File: src/rtl/systolic_pkg.sv
// rtl/systolic_pkg.sv - shared states and dimensions for the systolic feeder
package systolic_pkg;

  localparam int N          = 4;
  localparam int STREAM_LEN = 7;
  localparam int DRAIN_LEN  = 4;

  typedef enum logic [2:0] {
    IDLE,
    CLEAR,
    STREAM,
    DRAIN,
    DONE
  } state_t;

endpackage

File: src/rtl/feeder_bank.sv
// rtl/feeder_bank.sv - 16-entry operand register file with diagonally skewed row or column reads
module feeder_bank
  import systolic_pkg::*;
#(
  parameter int DATA_WIDTH = 32,
  parameter bit COL_READ   = 1'b0
) (
  input  logic                    clk_i,
  input  logic                    rst_ni,
  input  logic                    wr_en_i,
  input  logic [3:0]              wr_addr_i,
  input  logic [DATA_WIDTH-1:0]   wr_data_i,
  input  logic                    rd_en_i,
  input  logic [2:0]              rd_step_i,
  output logic [N*DATA_WIDTH-1:0] rd_data_o
);

  logic [DATA_WIDTH-1:0] mem [N*N];

  // element storage, cleared by reset, one write per cycle
  always_ff @(posedge clk_i) begin
    if (!rst_ni) begin
      for (int k = 0; k < N*N; k++) mem[k] <= '0;
    end else if (wr_en_i) begin
      mem[wr_addr_i] <= wr_data_i;
    end
  end

  // port p sees element (p, step-p) for rows or (step-p, p) for columns;
  // a negative difference wraps to a large unsigned value and reads as 0
  for (genvar p = 0; p < N; p++) begin : g_port
    logic [3:0] diff;
    logic [3:0] addr;
    assign diff = {1'b0, rd_step_i} - 4'(p);
    assign addr = COL_READ ? {diff[1:0], 2'(p)} : {2'(p), diff[1:0]};
    assign rd_data_o[p*DATA_WIDTH +: DATA_WIDTH] =
      (rd_en_i && (diff < 4'(N))) ? mem[addr] : '0;
  end

endmodule

File: src/rtl/systolic_feeder.sv
// rtl/systolic_feeder.sv - operand buffer and skewed streamer for the 4x4 systolic array (SYSTOLIC_FEEDER_DBUF_EN selects double buffering)
module systolic_feeder
  import systolic_pkg::*;
#(
  parameter int DATA_WIDTH = 32
) (
  input  logic                  clk_i,
  input  logic                  rst_ni,
  input  logic                  wr_en_i,
  input  logic                  wr_sel_i,
  input  logic [3:0]            wr_addr_i,
  input  logic [DATA_WIDTH-1:0] wr_data_i,
  input  logic                  start_i,
  output logic                  busy_o,
  output logic                  done_o,
  output logic                  array_rst_no,
  output logic [DATA_WIDTH-1:0] left_o_0,
  output logic [DATA_WIDTH-1:0] left_o_1,
  output logic [DATA_WIDTH-1:0] left_o_2,
  output logic [DATA_WIDTH-1:0] left_o_3,
  output logic [DATA_WIDTH-1:0] up_o_0,
  output logic [DATA_WIDTH-1:0] up_o_1,
  output logic [DATA_WIDTH-1:0] up_o_2,
  output logic [DATA_WIDTH-1:0] up_o_3
);

  state_t state, state_nxt;
  logic [2:0] step, step_nxt;
  logic       rd_en;
  logic [N*DATA_WIDTH-1:0] a_rows, b_cols;

  // state and step counter register
  always_ff @(posedge clk_i) begin
    if (!rst_ni) begin
      state <= IDLE;
      step  <= '0;
    end else begin
      state <= state_nxt;
      step  <= step_nxt;
    end
  end

  // sequencing: step counts within STREAM/DRAIN and restarts at every state change
  always_comb begin
    state_nxt = state;
    step_nxt  = step + 3'd1;
    unique case (state)
      IDLE: begin
        step_nxt = '0;
        if (start_i) state_nxt = CLEAR;
      end
      CLEAR: begin
        state_nxt = STREAM;
        step_nxt  = '0;
      end
      STREAM: begin
        if (step == 3'(STREAM_LEN - 1)) begin
          state_nxt = DRAIN;
          step_nxt  = '0;
        end
      end
      DRAIN: begin
        if (step == 3'(DRAIN_LEN - 1)) begin
          state_nxt = DONE;
          step_nxt  = '0;
        end
      end
      DONE: begin
        state_nxt = IDLE;
        step_nxt  = '0;
      end
      default: begin
        state_nxt = IDLE;
        step_nxt  = '0;
      end
    endcase
  end

  // banks are read with the upcoming step so the registered outputs line up with the state
  assign rd_en = (state_nxt == STREAM);

`ifdef SYSTOLIC_FEEDER_DBUF_EN
  logic active, active_nxt, shadow;
  logic [N*DATA_WIDTH-1:0] a_rows_0, a_rows_1, b_cols_0, b_cols_1;

  // swap takes effect at the end of CLEAR; a write landing on that edge goes to the new shadow
  assign active_nxt = (state == CLEAR) ? ~active : active;
  assign shadow     = ~active_nxt;

  // active-bank pointer
  always_ff @(posedge clk_i) begin
    if (!rst_ni) active <= 1'b0;
    else         active <= active_nxt;
  end

  feeder_bank #(.DATA_WIDTH(DATA_WIDTH), .COL_READ(1'b0)) u_bank_a0 (
    .clk_i(clk_i), .rst_ni(rst_ni),
    .wr_en_i(wr_en_i && !wr_sel_i && !shadow), .wr_addr_i(wr_addr_i), .wr_data_i(wr_data_i),
    .rd_en_i(rd_en && !active_nxt), .rd_step_i(step_nxt), .rd_data_o(a_rows_0)
  );
  feeder_bank #(.DATA_WIDTH(DATA_WIDTH), .COL_READ(1'b0)) u_bank_a1 (
    .clk_i(clk_i), .rst_ni(rst_ni),
    .wr_en_i(wr_en_i && !wr_sel_i && shadow), .wr_addr_i(wr_addr_i), .wr_data_i(wr_data_i),
    .rd_en_i(rd_en && active_nxt), .rd_step_i(step_nxt), .rd_data_o(a_rows_1)
  );
  feeder_bank #(.DATA_WIDTH(DATA_WIDTH), .COL_READ(1'b1)) u_bank_b0 (
    .clk_i(clk_i), .rst_ni(rst_ni),
    .wr_en_i(wr_en_i && wr_sel_i && !shadow), .wr_addr_i(wr_addr_i), .wr_data_i(wr_data_i),
    .rd_en_i(rd_en && !active_nxt), .rd_step_i(step_nxt), .rd_data_o(b_cols_0)
  );
  feeder_bank #(.DATA_WIDTH(DATA_WIDTH), .COL_READ(1'b1)) u_bank_b1 (
    .clk_i(clk_i), .rst_ni(rst_ni),
    .wr_en_i(wr_en_i && wr_sel_i && shadow), .wr_addr_i(wr_addr_i), .wr_data_i(wr_data_i),
    .rd_en_i(rd_en && active_nxt), .rd_step_i(step_nxt), .rd_data_o(b_cols_1)
  );

  // the idle bank reads as zero, so OR acts as the bank mux
  assign a_rows = a_rows_0 | a_rows_1;
  assign b_cols = b_cols_0 | b_cols_1;
`else
  logic wr_ok;

  // single bank: the operands must stay frozen while an operation runs
  assign wr_ok = wr_en_i && (state == IDLE);

  feeder_bank #(.DATA_WIDTH(DATA_WIDTH), .COL_READ(1'b0)) u_bank_a (
    .clk_i(clk_i), .rst_ni(rst_ni),
    .wr_en_i(wr_ok && !wr_sel_i), .wr_addr_i(wr_addr_i), .wr_data_i(wr_data_i),
    .rd_en_i(rd_en), .rd_step_i(step_nxt), .rd_data_o(a_rows)
  );
  feeder_bank #(.DATA_WIDTH(DATA_WIDTH), .COL_READ(1'b1)) u_bank_b (
    .clk_i(clk_i), .rst_ni(rst_ni),
    .wr_en_i(wr_ok && wr_sel_i), .wr_addr_i(wr_addr_i), .wr_data_i(wr_data_i),
    .rd_en_i(rd_en), .rd_step_i(step_nxt), .rd_data_o(b_cols)
  );
`endif

  // registered control and data outputs, all derived from the upcoming state
  always_ff @(posedge clk_i) begin
    if (!rst_ni) begin
      busy_o       <= 1'b0;
      done_o       <= 1'b0;
      array_rst_no <= 1'b0;
      left_o_0     <= '0;
      left_o_1     <= '0;
      left_o_2     <= '0;
      left_o_3     <= '0;
      up_o_0       <= '0;
      up_o_1       <= '0;
      up_o_2       <= '0;
      up_o_3       <= '0;
    end else begin
      busy_o       <= (state_nxt != IDLE);
      done_o       <= (state_nxt == DONE);
      array_rst_no <= (state_nxt != CLEAR);
      left_o_0     <= a_rows[0*DATA_WIDTH +: DATA_WIDTH];
      left_o_1     <= a_rows[1*DATA_WIDTH +: DATA_WIDTH];
      left_o_2     <= a_rows[2*DATA_WIDTH +: DATA_WIDTH];
      left_o_3     <= a_rows[3*DATA_WIDTH +: DATA_WIDTH];
      up_o_0       <= b_cols[0*DATA_WIDTH +: DATA_WIDTH];
      up_o_1       <= b_cols[1*DATA_WIDTH +: DATA_WIDTH];
      up_o_2       <= b_cols[2*DATA_WIDTH +: DATA_WIDTH];
      up_o_3       <= b_cols[3*DATA_WIDTH +: DATA_WIDTH];
    end
  end

endmodule

File: config.mk
export PLATFORM = sky130hd
export DESIGN_NAME = systolic_feeder
export DESIGN_NICKNAME = d
export VERILOG_FILES = /design/src/rtl/systolic_pkg.sv /design/src/rtl/feeder_bank.sv /design/src/rtl/systolic_feeder.sv
export SDC_FILE = /design/constraint.sdc
export NUM_CORES = 2
export LEC_CHECK = 0
export ABC_AREA = 1
export CELL_PAD_IN_SITES_DETAIL_PLACEMENT = 2
export CELL_PAD_IN_SITES_GLOBAL_PLACEMENT = 2
export CORE_MARGIN = 8
export CORE_UTILIZATION = 23
export CTS_BUF_LIST = sky130_fd_sc_hd__clkbuf_4 sky130_fd_sc_hd__clkbuf_8 sky130_fd_sc_hd__clkbuf_16
export DETAILED_ROUTE_END_ITERATION = 8
export PLACE_DENSITY = 0.6
export SYNTH_ARGS = -nofsm -noshare
export SYNTH_HDL_FRONTEND = slang
export SYNTH_SLANG_ARGS = --single-unit
File: constraint.sdc
create_clock -name clk_i -period 3.7 [get_ports clk_i]
set_input_delay 1.11 -clock clk_i [delete_from_list [all_inputs] [get_ports clk_i]]
set_output_delay 1.11 -clock clk_i [all_outputs]
set_load 0.005 [all_outputs]
---- Word-level counts from Yosys, hierarchy flattened ----
Memories as Yosys holds them, arrays and structs flattened. A register that Yosys moved wholly into a read port is not among the register bits.
Index checks and enable logic that the tools add are counted.
cells by class
  eq/ne operators ......................... 8
  multiplexer cells ....................... 20
  reductions and logical operators ........ 24
  $lt $le $gt $ge ......................... 4
  add/sub/neg operators ................... 4
operator list
  cell                                                                   count
  32-bit two-way mux                                                     2
  32-bit OR reduction                                                    2
  3-bit two-way mux                                                      5
  3-bit by 2-bit == test with 1-bit output (second input constant)       4
  4-bit by 3-bit < comparator with 1-bit output (second input constant)  3
  3-bit one-hot mux with 4 select lines                                  1
  1-bit zero test                                                        9
  1-bit two-way mux                                                      9
  4-bit two-way mux                                                      2
  2-bit AND reduction                                                    4
  3-bit by 2-bit subtractor with 4-bit output (second input constant)    2
  1-bit logical AND                                                      7
  3-bit == test (second input constant)                                  2
  3-bit one-hot mux with 2 select lines                                  1
  3-bit by 1-bit subtractor with 4-bit output (second input constant)    1
  3-bit by 1-bit adder with 3-bit output (second input constant)         1
  3-bit by 1-bit == test with 1-bit output (second input constant)       1
  3-bit zero test                                                        1
  3-bit < comparator (second input constant)                             1
  3-bit by 1-bit != test with 1-bit output (second input constant)       1
  3-bit nonzero test                                                     1
word-level totals
  register bits ........................... 9
  memories ................................ 2
  input port bits ......................... 41
  output and inout bits ................... 259
  bits in writable memories ............... 1024
memories
  memory        depth  bits a word  read ports  clocked after memory_dff  write ports  line               source
  u_bank_a.mem  16     32           4           4                         16           feeder_bank.sv:18  logic [DATA_WIDTH-1:0] mem [N*N];
  u_bank_b.mem  16     32           4           4                         16           feeder_bank.sv:18

---- Longest topological paths before layout ----
  depth after elaboration ................. 8
  mapped depth ............................ 17

---- Hierarchy ----
A second synthesis with hierarchy kept.
unflattened totals
  cells, all modules ...................... 6214
  area, all modules ....................... 56031.2 um^2
modules (own cells, without submodules)
  module                   cells an instance  times used  area each (um^2)
  feeder_bank at u_bank_b  2677               1           24315.8
  feeder_bank at u_bank_a  2678               1           24005.5
  systolic_feeder          859                1           7709.9

---- Worst setup path before layout ----
No wires, ideal clock.
  path type ............................... input to register
  start ................................... input port rst_ni
  end ..................................... memory u_bank_a.mem[8][0] (enable)
  stages on the path ...................... 7
  library setup time ...................... 0.389 ns
  path slack .............................. 0.468 ns
  path buffers ............................ 3
  arrival time ............................ 2.843 ns
  cell sequence ........................... buf_4 inv_2 nor3_2 buf_2 nand2_1 buf_2 nand2_1
RTL lines
  item         line                  source
  from (decl)  systolic_feeder.sv:8  input logic rst_ni,
  to (decl)    feeder_bank.sv:18

---- Worst setup path in the final report ----
  start ................................... register step[0]
  end ..................................... register up_o_2[19] (read register of u_bank_b.mem)
on the way
  word-level cells in the longest chain between the ends .. 8
ends and longest elaborated chain
  item                                                            line                                          source
  from (decl)                                                     systolic_feeder.sv:28                         logic [2:0] step, step_nxt;
  from (signal assigned)                                          systolic_feeder.sv:39                         step <= step_nxt;
  3-bit by 1-bit adder with 3-bit output (tied with other cells)  systolic_feeder.sv:46                         step_nxt = step + 3'd1;
  3-bit two-way mux (on tied branches)                            systolic_feeder.sv:63, systolic_feeder.sv:57
  3-bit one-hot mux with 2 select lines                           systolic_feeder.sv:47                         unique case (state)
  3-bit by 2-bit subtractor with 4-bit output                     feeder_bank.sv:34                             assign diff = {1'b0, rd_step_i} - 4'(p);
  4-bit by 3-bit < comparator with 1-bit output                   feeder_bank.sv:37                             (rd_en_i && (diff < 4'(N))) ? mem[addr] : '0;
  1-bit logical AND                                               feeder_bank.sv:37
  2-bit AND reduction (no line)                                   --
  1-bit zero test (no line)                                       --
  to (decl)                                                       systolic_feeder.sv:23                         output logic [DATA_WIDTH-1:0] up_o_2,
Several ways; a longest one is shown, not always the timed one.
A chain may end at the register's enable or synchronous reset.

==> results.json <==
{
  "routed_wirelength_mm": 221,
  "r2r_cells": 10,
  "maxClockFrequency_mhz": 301,
  "min_period_over_period_pct": 89.7,
  "antenna_found_initial": 20,
  "core_area_um2": 238000,
  "cts_hold_buf": 0,
  "preCtsSetupSlack_ps": 201,
  "dieArea_um2": 256000,
  "min-delay-path-class": "register to register",
  "r2r_end": "up_o_2[19]",
  "syn2layout_area_growth_pct": 23.1,
  "endpoint": "up_o_2[19]",
  "crit_path_max_incr_delay_ps": 630,
  "final_cell_area_um2": 67900,
  "worstReg2RegStart": "step[0]",
  "cts_tree": "done",
  "gp_congestion": 0.739,
  "cp-end-kind": "register",
  "clock_skew_ps": 26.2,
  "required_ps": 4340,
  "netlist_instances": 5771,
  "drt_iter0_markers": 2637,
  "ys_top_cells_by_area": "edfxtp_1 (56%), dfxtp_1 (9.6%), nor2_1 (8.0%), nand3_1 (7.0%), inv_1 (6.5%)",
  "via_count": 41200,
  "grt_overflow": 0,
  "cp_num_cells": 10,
  "rsz0062_at_grt": "false",
  "drive_gt1_share_pct": 10.6,
  "setup_viol": 0,
  "path_max_fanout": 56,
  "cts_root_buf": "clkbuf_16",
  "yosysTopAreaCellShare_pct": 55.8,
  "postCtsResizedCells": 0,
  "fin_nets": 6032,
  "fill_cells": 26100,
  "p_leak_nw": 27.9,
  "via_per_inst": 4.43,
  "cap_viol_max_count": 0,
  "tightest_slew_ps": 1260,
  "peakVddDrop_uv": 341,
  "fin_hold_ws_ps": 569,
  "ios": 300,
  "yosys.area.top_type": "edfxtp_1",
  "clk_latency_ps": 810,
  "finalWorstSetupSlack_ps": 381,
  "outcome": "complete, no violations",
  "routedWlPerCell_um": 23.7,
  "clock_path_buffers": 3,
  "fin_setup_tns_ps": 0,
  "fin_total_pwr_w": 0.0352,
  "initial_core_util_pct": 23.2,
  "placed_cell_area_um2": 62600,
  "hold_path_depth": 2,
  "slew_headroom_pct": 16.0,
  "synth.distinct_cells": 25,
  "cp_top_family": "buffers and inverters",
  "h-tree-depth": 4,
  "synth-seq-area-share_pct": 65.4,
  "cp_cell_sequence": "clkinv_2 -> ha_1 -> a21oi_1 -> nand2_8 -> nand2_4 -> buf_4 -> buf_4 -> nand2_1 -> nand3_1 -> a21oi_1",
  "fin_crit_ps": 3320,
  "ant_nets": 0,
  "grt_max_degree": 185,
  "yosysWarningCount": 0,
  "cts_setup_buffers": 0,
  "io_buffers": 299,
  "cp.arrival_ps": 3960,
  "core.rowCount": 179,
  "drc_errors": 0,
  "crit_start": "step[0]",
  "syn_nets": 5821,
  "finalMaxSlewViolations": 0,
  "grt_pass1_vias": 44300,
  "syn_avg_cell_area_um2": 9.56,
  "power_density_nw_per_um2": 519,
  "grt_usage_pct": 16.8,
  "grt_pass1_wl_mm": 321,
  "firstDrtPassIters": 5,
  "hold_viol_final": 0,
  "die_width_um": 506,
  "crit_type": "register to register",
  "hpwl_mm": 132,
  "path_clk_slew_ps": 60,
  "setup.worst_path.start_class": "register",
  "timing.reg2reg.setup_slack_ps": 380,
  "cts_sinks": 1289,
  "cts_buffers": 161,
  "die_h_um": 506,
  "ys_ff_latch": 1289,
  "crit_buf_inv": 3,
  "critical-path-slowest-cell": "buf_4",
  "synth_area_um2": 55200
}
## metrics by stage
step	cells	utilization (%)
after floorplan	5771	-
after global placement	8986	26.3
after detailed placement	8986	26.3
after CTS	9289	28.5
after global routing	9292	28.5
final	9297	28.5
## synthesized netlist by cell type
| cell type | instances |
|---|---|
| a21oi_1 | 129 |
| buf_1 | 31 |
| buf_2 | 137 |
| buf_4 | 8 |
| clkbuf_1 | 257 |
| dfxtp_1 | 265 |
| edfxtp_1 | 1024 |
| ha_1 | 9 |
| inv_1 | 950 |
| inv_2 | 2 |
| nand2_1 | 733 |
| nand2_2 | 4 |
| nand3_1 | 775 |
| nand3_4 | 1 |
| nand3b_1 | 128 |
| nand4_1 | 1 |
| nor2_1 | 1180 |
| nor2_2 | 2 |
| nor2_4 | 1 |
| nor3_1 | 1 |
| nor3_2 | 1 |
| nor3b_2 | 1 |
| nor4_1 | 2 |
| o21ai_0 | 1 |
| or2_2 | 128 |
## layout make-up
type	count	area [µm²]	area share, %
Sequential cell	1289	36100	53.1
Multi-Input combinational cell	3097	13800	20.3
Timing Repair Buffer	481	5200	7.66
Clock buffer	245	4840	7.13
Tap cell	3167	3960	5.83
Inverter	952	3580	5.27
Clock inverter	58	490	0.722
Antenna cell	8	20.0	0.0295
## worst min path at each step
stage	start	end	slack (ps)
3_3_place_gp	state[0]	state[2]	550
3_5_place_dp	state[0]	state[2]	560
4_1_cts	state[0]	state[2]	580
6_report	state[0]	state[2]	570
5_1_grt	state[0]	state[2]	620
2_1_floorplan	state[0]	done_o	520
## power by group
part	total [W]	internal (W)	switching, W
Sequential	0.0162	0.0161	0.000150
Clock	0.0159	0.00920	0.00673
Combinational	0.00311	0.000866	0.00225
## sequential cells by signal, summed over array words and instances, names as in the netlist
signal	cells
left_o_2	32
up_o_0	32
state	3
up_o_2	32
array_rst_no	1
left_o_3	32
step	3
busy_o	1
left_o_1	32
u_bank_b.mem	512
done_o	1
u_bank_a.mem	512
up_o_1	32
up_o_3	32
left_o_0	32
## worst min-delay path: cells and delay by family, from the launching register on
family        cells  cell delay, ps
flops             1             340
simple gates      2             180
## layer usage
| layer | part of all wire [%] | up-vias | routed length (µm) | global-route usage [%] |
|---|---|---|---|---|
| li1 | - | 18600 | - | - |
| met1 | 46 | 21500 | 101000 | 22.5 |
| met2 | 48 | 772 | 106000 | 28.4 |
| met3 | 3.8 | 255 | 8450 | 2.57 |
| met4 | 2.6 | 0 | 5700 | 4.55 |
| met5 | 0 | - | 0 | 0 |
## kinds of logic after synthesis
kind of cell               Yosys count  synth area share [%]
and+or+nand+nor                   2958                  23.5
adders and majority gates            9                 0.204
DFF                               1289                  65.4
buffers and inverters             1385                  9.79
AOI/OAI and AO/OA                  130                  1.18
## cells in the final DEF, fill, tap and decap left out, drive strengths merged
cell	instances
clkinvlp	3
diode	8
o21ai	1
nand3	776
nor2	1183
clkbuf	245
clkinv	47
ha	9
a21oi	129
nor3b	1
dfxtp	265
or2	128
nand4	1
nor4	2
clkdlybuf4s50	298
nand3b	128
inv	959
bufinv	1
nor3	2
buf	183
nand2	737
edfxtp	1024
Note: power is estimated with default switching activity, not from simulation.
